<file path="config.mk">
export PLATFORM = sky130hd
export DESIGN_NAME = ifu_fq_flat
export DESIGN_NICKNAME = d
export VERILOG_FILES = /design/src/rtl/ifu_fq_if.sv /design/src/rtl/ifu_fq.sv /design/src/flat_wrapper.sv
export SDC_FILE = /design/constraint.sdc
export NUM_CORES = 1
export LEC_CHECK = 0
export ABC_CLOCK_PERIOD_IN_PS = 13530
export CAP_MARGIN = 15
export CORE_MARGIN = 5
export CORE_UTILIZATION = 25
export CTS_CLUSTER_DIAMETER = 150
export CTS_CLUSTER_SIZE = 25
export DETAILED_ROUTE_END_ITERATION = 8
export DONT_BUFFER_PORTS = 1
export PLACE_DENSITY = 0.41
export RECOVER_POWER = 100
export SYNTH_ARGS = -nofsm -noshare
export SYNTH_HDL_FRONTEND = slang
export SYNTH_SLANG_ARGS = --single-unit
</file>
<file path="constraint.sdc">
create_clock -name clk -period 13.53 [get_ports clk]
set_clock_uncertainty 0.2 [all_clocks]
set_input_delay 0.6765 -clock clk [delete_from_list [all_inputs] [get_ports clk]]
set_output_delay 0.6765 -clock clk [all_outputs]
set_load 0.01 [all_outputs]
</file>
<file path="src/rtl/ifu_fq_if.sv">
// ifu_fq_if: bundles the three handshakes around the fetch unit.
//   I-mem request : im_req_addr / im_req_valid / im_req_ready
//   I-mem response: im_resp_rdata / im_resp_valid (in order, never stalled)
//   Redirect      : if_redirect_valid / if_redirect_pc
//   Decoder       : if_dec_pc / if_dec_instr / if_dec_valid / if_dec_ready
// The master modport is the fetch unit itself; slave is its environment
// (I-mem, branch unit and decoder seen from the other side).
interface ifu_fq_if;
    logic [63:0] im_req_addr;
    logic        im_req_valid;
    logic        im_req_ready;
    logic [63:0] im_resp_rdata;
    logic        im_resp_valid;
    logic        if_redirect_valid;
    logic [63:0] if_redirect_pc;
    logic [63:0] if_dec_pc;
    logic [31:0] if_dec_instr;
    logic        if_dec_valid;
    logic        if_dec_ready;

    modport master (
        output im_req_addr, im_req_valid,
        input  im_req_ready,
        input  im_resp_rdata, im_resp_valid,
        input  if_redirect_valid, if_redirect_pc,
        output if_dec_pc, if_dec_instr, if_dec_valid,
        input  if_dec_ready
    );

    modport slave (
        input  im_req_addr, im_req_valid,
        output im_req_ready,
        output im_resp_rdata, im_resp_valid,
        output if_redirect_valid, if_redirect_pc,
        input  if_dec_pc, if_dec_instr, if_dec_valid,
        output if_dec_ready
    );
endinterface

</file>
<file path="src/rtl/ifu_fq.sv">
// ifu_fq: instruction fetch unit with a decoupled FWFT fetch queue.
// Issues sequential 4-byte-stepped fetches (I-mem returns the aligned
// doubleword, the instruction is picked by pc[2]), keeps up to
// MAX_OUTSTANDING requests in flight and buffers {pc, instr} pairs for the
// decoder. A redirect flushes the queue and marks all in-flight fetches as
// stale so their responses are discarded when they return.
// Ports:
//   clk    - clock
//   rst_n  - asynchronous active-low reset
//   bus    - ifu_fq_if.master: I-mem request/response, redirect, decoder
module ifu_fq #(
    parameter logic [63:0] RESET_VECTOR    = 64'h0000_0000_1000_0000,
    parameter int          FQ_DEPTH        = 4,
    parameter int          MAX_OUTSTANDING = 2
) (
    input  logic      clk,
    input  logic      rst_n,
    ifu_fq_if.master  bus
);
    localparam int PW = (FQ_DEPTH > 1) ? $clog2(FQ_DEPTH) : 1;
    localparam int CW = $clog2(FQ_DEPTH + 1);
    localparam int OW = $clog2(MAX_OUTSTANDING + 1);

    logic [63:0]   fetch_pc_reg, fetch_pc_next;
    logic [63:0]   resp_pc_reg, resp_pc_next;
    logic [OW-1:0] outstanding_reg, outstanding_next;
    logic [OW-1:0] drop_cnt_reg, drop_cnt_next;
    logic [CW-1:0] count_reg, count_next;
    logic [PW-1:0] rd_ptr_reg, rd_ptr_next;
    logic [PW-1:0] wr_ptr_reg, wr_ptr_next;

    logic [63:0] pc_mem    [FQ_DEPTH];
    logic [31:0] instr_mem [FQ_DEPTH];

    logic        redirect;
    logic        issue_ok;
    logic        req_fire;
    logic        push;
    logic        pop;
    logic [31:0] occupancy;
    logic [31:0] resp_instr;

    assign redirect = bus.if_redirect_valid;

    // Slots already promised: queued entries plus live (non-stale) fetches.
    // Issuing only while this is below FQ_DEPTH means every live response
    // finds a free slot, so responses never need to be back-pressured.
    assign occupancy = 32'(count_reg) + 32'(outstanding_reg) - 32'(drop_cnt_reg);

    assign issue_ok = rst_n && !redirect
                   && (32'(outstanding_reg) < 32'(MAX_OUTSTANDING))
                   && (occupancy < 32'(FQ_DEPTH));
    assign req_fire = issue_ok && bus.im_req_ready;

    assign push = bus.im_resp_valid && (drop_cnt_reg == '0) && !redirect;
    assign pop  = bus.if_dec_valid && bus.if_dec_ready;

    assign resp_instr = resp_pc_reg[2] ? bus.im_resp_rdata[63:32]
                                       : bus.im_resp_rdata[31:0];

    assign bus.im_req_addr  = fetch_pc_reg;
    assign bus.im_req_valid = issue_ok;
    assign bus.if_dec_valid = (count_reg != '0) && !redirect;
    assign bus.if_dec_pc    = pc_mem[rd_ptr_reg];
    assign bus.if_dec_instr = instr_mem[rd_ptr_reg];

    always_comb begin
        fetch_pc_next    = fetch_pc_reg;
        resp_pc_next     = resp_pc_reg;
        outstanding_next = outstanding_reg;
        drop_cnt_next    = drop_cnt_reg;
        count_next       = count_reg;
        rd_ptr_next      = rd_ptr_reg;
        wr_ptr_next      = wr_ptr_reg;

        if (redirect) begin
            // Everything still in flight becomes stale; a response landing
            // in this very cycle is consumed (and discarded) right now.
            fetch_pc_next    = bus.if_redirect_pc;
            resp_pc_next     = bus.if_redirect_pc;
            outstanding_next = outstanding_reg - (bus.im_resp_valid ? OW'(1) : OW'(0));
            drop_cnt_next    = outstanding_reg - (bus.im_resp_valid ? OW'(1) : OW'(0));
            count_next       = '0;
            rd_ptr_next      = '0;
            wr_ptr_next      = '0;
        end else begin
            if (req_fire) begin
                fetch_pc_next = fetch_pc_reg + 64'd4;
            end
            case ({req_fire, bus.im_resp_valid})
                2'b10:   outstanding_next = outstanding_reg + OW'(1);
                2'b01:   outstanding_next = outstanding_reg - OW'(1);
                default: outstanding_next = outstanding_reg;
            endcase
            if (bus.im_resp_valid && (drop_cnt_reg != '0)) begin
                drop_cnt_next = drop_cnt_reg - OW'(1);
            end
            if (push) begin
                resp_pc_next = resp_pc_reg + 64'd4;
                wr_ptr_next  = wr_ptr_reg + PW'(1);
            end
            if (pop) begin
                rd_ptr_next = rd_ptr_reg + PW'(1);
            end
            case ({push, pop})
                2'b10:   count_next = count_reg + CW'(1);
                2'b01:   count_next = count_reg - CW'(1);
                default: count_next = count_reg;
            endcase
        end
    end

    always_ff @(posedge clk or negedge rst_n) begin
        if (!rst_n) begin
            fetch_pc_reg    <= RESET_VECTOR;
            resp_pc_reg     <= RESET_VECTOR;
            outstanding_reg <= '0;
            drop_cnt_reg    <= '0;
            count_reg       <= '0;
            rd_ptr_reg      <= '0;
            wr_ptr_reg      <= '0;
        end else begin
            fetch_pc_reg    <= fetch_pc_next;
            resp_pc_reg     <= resp_pc_next;
            outstanding_reg <= outstanding_next;
            drop_cnt_reg    <= drop_cnt_next;
            count_reg       <= count_next;
            rd_ptr_reg      <= rd_ptr_next;
            wr_ptr_reg      <= wr_ptr_next;
        end
    end

    // Queue payload needs no reset: an entry is only visible once count
    // says it was written.
    always_ff @(posedge clk) begin
        if (push) begin
            pc_mem[wr_ptr_reg]    <= resp_pc_reg;
            instr_mem[wr_ptr_reg] <= resp_instr;
        end
    end
endmodule
</file>
<file path="src/flat_wrapper.sv">
// flat-port wrapper written by rule: the top's interface ports become plain ports
module ifu_fq_flat 
#(
    parameter logic [63:0] RESET_VECTOR    = 64'h0000_0000_1000_0000,
    parameter int          FQ_DEPTH        = 4,
    parameter int          MAX_OUTSTANDING = 2
)
  (clk, rst_n, bus_im_req_addr, bus_im_req_valid, bus_im_req_ready, bus_im_resp_rdata, bus_im_resp_valid, bus_if_redirect_valid, bus_if_redirect_pc, bus_if_dec_pc, bus_if_dec_instr, bus_if_dec_valid, bus_if_dec_ready);
  ifu_fq_if bus_i ();
  input  logic clk;
  input  logic rst_n;
  output wire logic [$bits(bus_i.im_req_addr)-1:0] bus_im_req_addr;
  output wire logic [$bits(bus_i.im_req_valid)-1:0] bus_im_req_valid;
  input wire logic [$bits(bus_i.im_req_ready)-1:0] bus_im_req_ready;
  input wire logic [$bits(bus_i.im_resp_rdata)-1:0] bus_im_resp_rdata;
  input wire logic [$bits(bus_i.im_resp_valid)-1:0] bus_im_resp_valid;
  input wire logic [$bits(bus_i.if_redirect_valid)-1:0] bus_if_redirect_valid;
  input wire logic [$bits(bus_i.if_redirect_pc)-1:0] bus_if_redirect_pc;
  output wire logic [$bits(bus_i.if_dec_pc)-1:0] bus_if_dec_pc;
  output wire logic [$bits(bus_i.if_dec_instr)-1:0] bus_if_dec_instr;
  output wire logic [$bits(bus_i.if_dec_valid)-1:0] bus_if_dec_valid;
  input wire logic [$bits(bus_i.if_dec_ready)-1:0] bus_if_dec_ready;
  assign bus_im_req_addr = bus_i.im_req_addr;
  assign bus_im_req_valid = bus_i.im_req_valid;
  assign bus_i.im_req_ready = bus_im_req_ready;
  assign bus_i.im_resp_rdata = bus_im_resp_rdata;
  assign bus_i.im_resp_valid = bus_im_resp_valid;
  assign bus_i.if_redirect_valid = bus_if_redirect_valid;
  assign bus_i.if_redirect_pc = bus_if_redirect_pc;
  assign bus_if_dec_pc = bus_i.if_dec_pc;
  assign bus_if_dec_instr = bus_i.if_dec_instr;
  assign bus_if_dec_valid = bus_i.if_dec_valid;
  assign bus_i.if_dec_ready = bus_if_dec_ready;
  ifu_fq #(.RESET_VECTOR(RESET_VECTOR), .FQ_DEPTH(FQ_DEPTH), .MAX_OUTSTANDING(MAX_OUTSTANDING)) u_core (.clk(clk), .rst_n(rst_n), .bus(bus_i));
endmodule
</file>
; Word-level counts from Yosys, hierarchy flattened
; Memories as Yosys holds them, arrays and structs flattened.
; Cells that the tools add are included.
[totals]
input_bits = 134
reg_bits = 139
elab_cells = 64
ramBits = 384
output_inout_bits = 162
memories = 2
[classes]
n_eq_ne = 4
add_sub_neg = 12
order_cmp = 2
n_mux = 18
n_reduce_logical = 19
[memory_table]
columns = name, depth, word_bits, rd, rd_clocked_by_memory_dff, write_ports, line
row1 = u_core.pc_mem, 4, 64, 1, 0, 1, ifu_fq.sv:32  ; logic [63:0] pc_mem [FQ_DEPTH];
row2 = u_core.instr_mem, 4, 32, 1, 0, 1, ifu_fq.sv:33  ; logic [31:0] instr_mem [FQ_DEPTH];
[ops]
columns = operator, count
row1 = $mux 64, 4
row2 = $add 64x3->64 const B, 2
row3 = $lt 32x3->1 const B, 1
row4 = $mux 32, 1
row5 = $sub 32x2->32, 1
row6 = $mux 2, 7
row7 = $reduce_bool 2->1, 5
row8 = $logic_and 1x1->1, 9
row9 = $reduce_bool 3->1, 3
row10 = $add 2x1->2 const B, 3
row11 = $pmux 3 s2, 1
row12 = $add 3x2->4, 1
row13 = $eq 2x1->1 const B, 2
row14 = $eq 2x2->1 const B, 2
row15 = $pmux 2 s2, 1
row16 = $sub 2x1->2 const B, 2
row17 = $add 3x1->3 const B, 1
row18 = $mux 1, 3
row19 = $mux 3, 1
row20 = $sub 3x1->3 const B, 1
row21 = $logic_not 2->1, 1
row22 = $lt 2x2->1 const B, 1
row23 = $sub 2x2->2, 1
row24 = $logic_not 1->1, 1

; Longest topological paths before layout
; Gate-level depths: netlist of run 1.
[depth]
depth_word = 8
ltp_mapped = 14
ltp_nobuf = 12

; Worst setup path after synthesis of run 1
; Ideal clock, no wire load.
[synth_path]
path_type = input to register
start = input bus_if_redirect_valid
end = memory u_core.instr_mem[0][0], enable pin
slack_ns = 9.041
t_arrival_ns = 3.822
setup_ns = 0.466
stages = 5
n_path_buf = 3
required_ns = 12.864
path_cell_list = clkbuf_1 inv_1 clkbuf_1 buf_1 and3_1
[synth_via]
elab_chain_len = 4
[synth_lines]
columns = element, line
row1 = from (decl), flat_wrapper.sv:17  ; input wire logic [$bits(bus_i.if_redirect_valid)-1:0] bus_if_redirect_valid;
row2 = $logic_not 1->1, ifu_fq.sv:55  ; assign push = bus.im_resp_valid && (drop_cnt_reg == '0) && !redirect;
row3 = $logic_and 1x1->1, ifu_fq.sv:55
row4 = $mux 1, ifu_fq.sv:136  ; if (push) begin
row5 = $mux 1 (implied by the code), ifu_fq.sv:138  ; instr_mem[wr_ptr_reg] <= resp_instr;
row6 = to (decl), ifu_fq.sv:33
; No other way between the ends.

; Worst setup path in the final report of run 1
[layout_path]
start = register u_core.rd_ptr_reg[0]
end = output bus_if_dec_pc[21]
[layout_via]
elab_chain_len = 1
[layout_lines]
columns = element, line
row1 = from (decl), ifu_fq.sv:29  ; logic [PW-1:0] rd_ptr_reg, rd_ptr_next;
row2 = from (signal assigned), ifu_fq.sv:128  ; rd_ptr_reg <= rd_ptr_next;
row3 = $mem_v2 4x64, --
row4 = to (decl), flat_wrapper.sv:19  ; output wire logic [$bits(bus_i.if_dec_pc)-1:0] bus_if_dec_pc;
; No other way between the ends.

==> metrics.md, run 1 <==
| Metric | Value |
|---|---|
| Run status | finished, violations left |
| Failing checks | max-capacitance violations, max-slew violations |
| CTS Buf Count | 24 |
| Pin count of the biggest net entering global routing | 140 |
| Post-Synthesis Cells | 1,483 |
| Core Box Area | 89,600 sq um |
| Worst R2R End | u_core.pc_mem[1][49]$_DFFE_PP_ |
| Reg2Reg Depth | 5 |
| FF-to-FF Start | u_core.drop_cnt_reg[0]$_DFFE_PN0P_ |
| Clock root buffer | clkbuf_16 |
| Met1 usage | 18.4% |
| Layout net count | 1,624 |
| Final hold viol count | 0 |
| Post-layout minimum cycle time | 7310 ps |
| Final worst slack | 6220 ps |
| Critical Path Sink | bus_if_dec_pc[21] |
| FF+latch count, synth | 523 |
| Slew headroom | -188% |
| Syn Nets | 1,631 |
| Fin area | 24,700 sq um |
| Cell variety after synth | 64 |
| Maximum clock insertion buffer count | 3 |
| Arr. time, crit path | 6430 ps |
| Most frequent cell after synthesis | edfxtp_1 |
| Share of the synthesized area in the top cell type | 51.3% |
| Worst path required time | 12,650 ps |
| Overflow after GRT | 0 |
| Drt total wl | 70,500 um |
| Clock Latency Late Sink | 610 ps |
| CP Class | reg2out |
| Mapped cell area | 22,500 sq um |
| DRT Pass-1 Iters | 7 |
| Row cnt | 110 |
| M3 GR Usage | 4.74% |
| I/O pins | 296 |
| Fmax | 0.137 GHz |
| Syn avg cell area | 15.2 sq um |
| DRC | 0 |
| Busiest layer in global routing | met2 |
| RD Place Congestion | 0.787 |
| Total number of vias | 13.1k |
| Die area | 96,100 sq um |
| Post-CTS Setup Bufs | 0 |
| Part of the power in registers | 56.3% |
| Setup violators final | 0 |
| Ys async rst share | 26.6% |
| Htree depth | 1 |
| Startpoint Class | register |
| Setup_tns | 0 ps |
| Max cap viols | 15 |
| Internal Power | 2.51 mW |
| Synth cell count leaders | 384 x edfxtp_1, 137 x dfrtp_1, 115 x nand2_1 |
| Drt initial violations | 915 |
| Leak Pwr | 7.79 nW |
| Initial Util | 25.1% |
| Post-synth top flop | edfxtp_1 |
| Period utilization | 54.0% |
| CTS tree | built |
| Fillers | 9,078 |
| Area growth from synthesis to layout | 9.89% |
| Switching pwr | 1.12 mW |
| Vias in the first global route | 13.2k |
| Pre-CTS setup slack | 8780 ps |
| Clk pwr share | 24.0% |
| Worst-path clk slew | 120 ps |
| Biggest register | u_core.pc_mem |
| Antenna violations before repair | 3 |
| Number of flip-flops in the largest register | 256 |
| Die Y | 310 um |
| Worst Hold Margin | 47.7 ps |
| Hpwl dp | 48,000 um |
| Post-synth EDFFs | 384 |
| Share of layout cells above drive strength 1 | 10.2% |
| RSZ-0062 raised after global routing | no |
| Crit end category | primary output |
| Comb power frac | 19.7% |
| Peak VDD IR | 0.0896 mV |
| Post-DP Area | 23,800 sq um |
| GRT Total Usage | 14.1% |
| CP max FO | 42 |
| Die Span X | 310 um |
| R2R Setup Slk | 6380 ps |
| Cell taking the most area after synthesis | edfxtp_1 |
| M2 GR Usage | 23.4% |
| Sequential cell area | 15,000 sq um |
| CP Launch Point | u_core.rd_ptr_reg[0]$_DFFE_PN0P_ |
| Actual slew at the worst max-slew pin | 4320 ps |
| Hold Path Class | in2reg |
| Routed Antenna Nets | 0 |
| Yosys Warn Count | 0 |
| Top post-synthesis cells by area | edfxtp_1 51%, dfrtp_1 15%, mux4_2 9.6% |
| Slew Limit Fails | 672 |
| Vias/cell | 4.91 |
| Sw Ratio | 30.9% |
| Seq/Total Area, Yosys | 66.8% |
| Biggest registers after layout | u_core.pc_mem (256), u_core.instr_mem (128) |
| Area of the multi-input gates | 7040 sq um |
| WL/cell | 26.4 um |
| Port Buf Inserts | 0 |
| Global-route wire length before repair | 100,000 um |
| Clk sink count | 523 |
| PwrDens | 147 nW/um^2 |
[metrics by stage]
step | utilization [%] | cells | total power, mW
2_1_floorplan | - | 1483 | 2.53
3_3_place_gp | 26.6 | 2601 | 2.79
3_5_place_dp | 26.6 | 2602 | 2.81
4_1_cts | 27.7 | 2668 | 3.71
5_1_grt | 27.6 | 2671 | 3.84
6_report | 27.6 | 2674 | 3.63
[repair_timing]
action	in CTS	in global routing
endpoints found under the hold margin	168	1
hold buffers	22	1
resized for setup	0	0
setup endpoints to repair	0	0
[logic make-up (layout without fill, tap and decap cells)]
| kind of cell | count (synthesis) | count (layout) | share of synthesized area, % |
|---|---|---|---|
| xor gates and xnor gates | 72 | 72 | 2.80 |
| adders and majority gates | 14 | 14 | 0.846 |
| AOI/OAI and AO/OA | 200 | 200 | 5.76 |
| and+or+nand+nor | 429 | 429 | 10.2 |
| DFF | 523 | 523 | 66.8 |
| muxes | 140 | 140 | 11.8 |
| other | 0 | 4 | 0 |
| buffers and inverters | 105 | 116 | 1.81 |
[cells in the final DEF (no fill, tap or decap), types with 31 or more instances in the layout]
cell type  netlist  final
xor2_1          41     41
edfxtp_1       384    384
mux4_2          96     96
dfrtp_1        137    137
mux2_1           0     32
o21ai_0         81     82
inv_1           33     32
xnor2_1         31     31
nand2_1        115    115
nor2_1          53     54
nand3_1         64     64
nand4_1         50     51
[per-layer routing]
layer  up-vias  routed length [um]
li1       5810                   -
met1      6939               30100
met2       336               33500
met3        56                5720
met4         0                1210
met5         -                   0
[worst min-delay path by stage]
stage | cells after the start | startpoint | slack [ps] | to
5_1_grt | 2 | bus_if_redirect_pc[58] | 20 | u_core.bus.im_req_addr[58]$_DFFE_PN0P_
6_report | 2 | bus_if_redirect_pc[39] | 50 | u_core.resp_pc_reg[39]$_DFFE_PN0N_
3_5_place_dp | 0 | rst_n | 190 | u_core.resp_pc_reg[46]$_DFFE_PN0N_
4_1_cts | 2 | bus_if_redirect_pc[39] | 3 | u_core.resp_pc_reg[39]$_DFFE_PN0N_
3_3_place_gp | 0 | rst_n | 190 | u_core.resp_pc_reg[46]$_DFFE_PN0N_
2_1_floorplan | 0 | rst_n | 180 | u_core.bus.im_req_addr[0]$_DFFE_PN0P_
[power by group through the flow]
stage / logic (mW) / registers (mW) / clock network (mW)
3_5_place_dp: 0.727 / 2.08 / 0
6_report: 0.717 / 2.05 / 0.870
4_1_cts: 0.747 / 2.05 / 0.920
5_1_grt: 0.790 / 2.07 / 0.974
2_1_floorplan: 0.550 / 1.98 / 0
3_3_place_gp: 0.715 / 2.08 / 0
[layout make-up]
type,instances,share of cell area [%]
sequential,523,60.7
clock buffer,44,2.86
antenna,4,0.0405
tap,1176,5.95
timing repair buffer,38,1.38
multi-input combinational,855,28.5
inverter,34,0.516
[critical path, cell delays in order (launching register included)]
cell and delay [ps]:
dfrtp_1 1760, clkbuf_1 3140, mux4_2 880
Note: power is estimated with default switching activity, not from simulation.
==> run 2, diff against run 1 <==
--- a/config.mk
+++ b/config.mk
@@ -5,7 +5,7 @@
 export SDC_FILE = /design/constraint.sdc
 export NUM_CORES = 1
 export LEC_CHECK = 0
-export ABC_CLOCK_PERIOD_IN_PS = 13530
+export ABC_CLOCK_PERIOD_IN_PS = 6100
 export CAP_MARGIN = 15
 export CORE_MARGIN = 5
 export CORE_UTILIZATION = 25
@@ -13,7 +13,7 @@
 export CTS_CLUSTER_SIZE = 25
 export DETAILED_ROUTE_END_ITERATION = 8
 export DONT_BUFFER_PORTS = 1
-export PLACE_DENSITY = 0.41
+export PLACE_DENSITY = 0.43
 export RECOVER_POWER = 100
 export SYNTH_ARGS = -nofsm -noshare
 export SYNTH_HDL_FRONTEND = slang
==> constraint.sdc (replaced) <==
create_clock -name clk -period 6.1 [get_ports clk]
set_clock_uncertainty 0.2 [all_clocks]
set_input_delay 0.305 -clock clk [delete_from_list [all_inputs] [get_ports clk]]
set_output_delay 0.305 -clock clk [all_outputs]
set_load 0.01 [all_outputs]
==> run 2 against run 1 <==
The run still ends with max-capacitance violations, max-slew violations left. Highest routed layer is now met5. First-iteration DRC count is 1.9% higher. Combinational power is 140% higher. Sequential share of layout area is 3.0 points lower. Critical path type is now reg2reg. Final area is 5.3% higher. Die area stayed put. Sequential power is 120% higher. Flip-flop and latch count stayed put.
==> metrics.md, run 2 (synthesis gave the netlist of run 1 again) <==
| Metric | Value |
|---|---|
| Layout net count | 1,745 |
| Number of flip-flops in the largest register | 256 |
| Global-route wire length before repair | 102,000 um |
| Final hold viol count | 0 |
| Pre-CTS setup slack | 1500 ps |
| Critical-path top delay cell | clkbuf_1 |
| Fin area | 26,000 sq um |
| Post-CTS sizing | 0 |
| Antenna violations before repair | 5 |
| Most common cell after layout, fill and taps aside | edfxtp_1 |
| Pin count of the biggest net entering global routing | 140 |
| CTS Buf Count | 24 |
| Setup violators final | 0 |
| Routed Antenna Nets | 0 |
| Overflow after GRT | 0 |
| Die area | 96,100 sq um |
| Post-DP Area | 23,900 sq um |
| Biggest register | u_core.pc_mem |
| I/O pins | 296 |
| Die Y | 310 um |
| Cells after DPL | 2,602 |
| Biggest registers after layout | u_core.pc_mem (256), u_core.instr_mem (128) |
| Max cap viols | 8 |
| RD Place Congestion | 0.805 |
| Drt initial violations | 932 |
| Met3 WL post-DR | 6740 um |
| Period utilization | 84.9% |
| CP Class | reg2reg |
| Hold Path Class | in2reg |
| Maximum clock insertion buffer count | 3 |
| Setup_tns | 0 ps |
| Area growth from synthesis to layout | 15.7% |
| Final worst slack | 919 ps |
| CP max FO | 39 |
| Part of the power in registers | 55.1% |
| DRT Pass-1 Iters | 5 |
| Worst path required time | 6370 ps |
| Core Box Area | 89,600 sq um |
| Worst stage delay on the critical path | 1660 ps |
| Worst-path clk slew | 110 ps |
| Crit path cell chain | clkbuf_1 > nand4_1 > nor2_1 > nand4_1 > nor3_1 > xnor2_1 > o21ai_0 > dlygate4sd3_1 |
| Vias in the first global route | 13.8k |
| Sw Ratio | 30.9% |
| Actual slew at the worst max-slew pin | 3930 ps |
| Worst Hold Margin | 45.1 ps |
| Fmax | 0.193 GHz |
| Clock root buffer | clkbuf_16 |
| DR top layer | met5 |
| Run status | finished, violations left |
| Total number of vias | 13.5k |
| Slew Limit Fails | 419 |
| Startpoint Class | register |
| Drt total wl | 71,100 um |
| Failing checks | max-capacitance violations, max-slew violations |
| Fin util | 29.0% |
| Wire length on met2 | 34,100 um |
| Met1 wire length | 29,200 um |
| Final Power | 8.21 mW |
| DRC | 0 |
| Clock Latency Late Sink | 600 ps |
| Crit end category | register |
| Comb power frac | 21.4% |
| Commonest cells after routing, fill and taps aside | 384 x edfxtp_1, 143 x dlygate4sd3_1, 135 x dfrtp_1 |
| RSZ-0062 raised after global routing | no |
| Initial Util | 25.1% |
| Hpwl dp | 47,900 um |
| Htree depth | 1 |
| Post-layout minimum cycle time | 5180 ps |
| Vias/cell | 4.84 |
| Arr. time, crit path | 5450 ps |
| CTS tree | built |
| Internal Power | 5.67 mW |
| PwrDens | 315 nW/um^2 |
| Switching pwr | 2.54 mW |
| Finished Layout Cells | 2,794 |
| Slew headroom | -162% |
| Die Span X | 310 um |
| Port Buf Inserts | 0 |
| Leak Pwr | 8.32 nW |
| WL/cell | 25.5 um |
| Clk pwr share | 23.6% |
| Peak VDD IR | 0.201 mV |
| Share of layout cells above drive strength 1 | 12.0% |
| Row cnt | 110 |
| Clk sink count | 523 |
| Cell mode on critical path | nand4_1 |
| GRT Total Usage | 14.3% |
[run 2: cell count changes in the layout (fill, tap and decap cells not counted), sizes merged]
cell,change
clkbuf,-3
diode,-1
buf,+3
dlygate4sd3,+121
[run 2: final timing paths]
path	cells after the start	startpoint	slack, ps	to
min reg2reg	0	u_core.resp_pc_reg[1]$_DFFE_PN0P_	340	u_core.pc_mem[2][1]$_DFFE_PP_
max reg2reg	8	u_core.resp_pc_reg[2]$_DFFE_PN0N_	920	u_core.resp_pc_reg[57]$_DFFE_PN0N_
max in group asynchronous	2	rst_n	1390	u_core.rd_ptr_reg[1]$_DFFE_PN0P_
min	2	bus_if_redirect_valid	50	u_core.wr_ptr_reg[0]$_DFFE_PN0N_
min in group asynchronous	2	rst_n	1490	u_core.bus.im_req_addr[48]$_DFFE_PN0P_
max	8	u_core.resp_pc_reg[2]$_DFFE_PN0N_	920	u_core.resp_pc_reg[57]$_DFFE_PN0N_
[run 2: power by group through the flow]
stage	Sequential (mW)	Combinational [mW]	Clock, mW
finish	4.52	1.75	1.93
global route	4.57	1.92	2.16
CTS	4.52	1.81	2.03
detailed placement	4.60	1.63	0
global placement	4.59	1.61	0
floorplan	4.40	1.22	0
[run 2: critical path, delay by kind of cell, from the launching register on]
kind	cells	cell delay (ps)
and+or+nand+nor	4	2020
buffers and inverters	2	2220
xor gates and xnor gates	1	160
DFF	1	350
AOI/OAI and AO/OA	1	90
[run 2: what timing repair did]
item / CTS / global route
buffers inserted: 0 / 0
hold buffers: 145 / 0
hold endpoints to repair: 406 / 0
[run 2: area by class of cell]
cell class              count  area, sq um
repair buffers            159         1620
inverters                  34          128
flip-flops and latches    523        15000
diodes                      3         7.51
well taps                1176         1470
fillers                  8961        63600
clock buffers              44          707
multi-input cells         855         7070
[run 2: per-layer routing]
layer,up-vias,GRT usage [%]
met5,-,0
met4,2,2.72
met3,58,5.40
met2,385,24.0
met1,7002,18.1
li1,6063,-
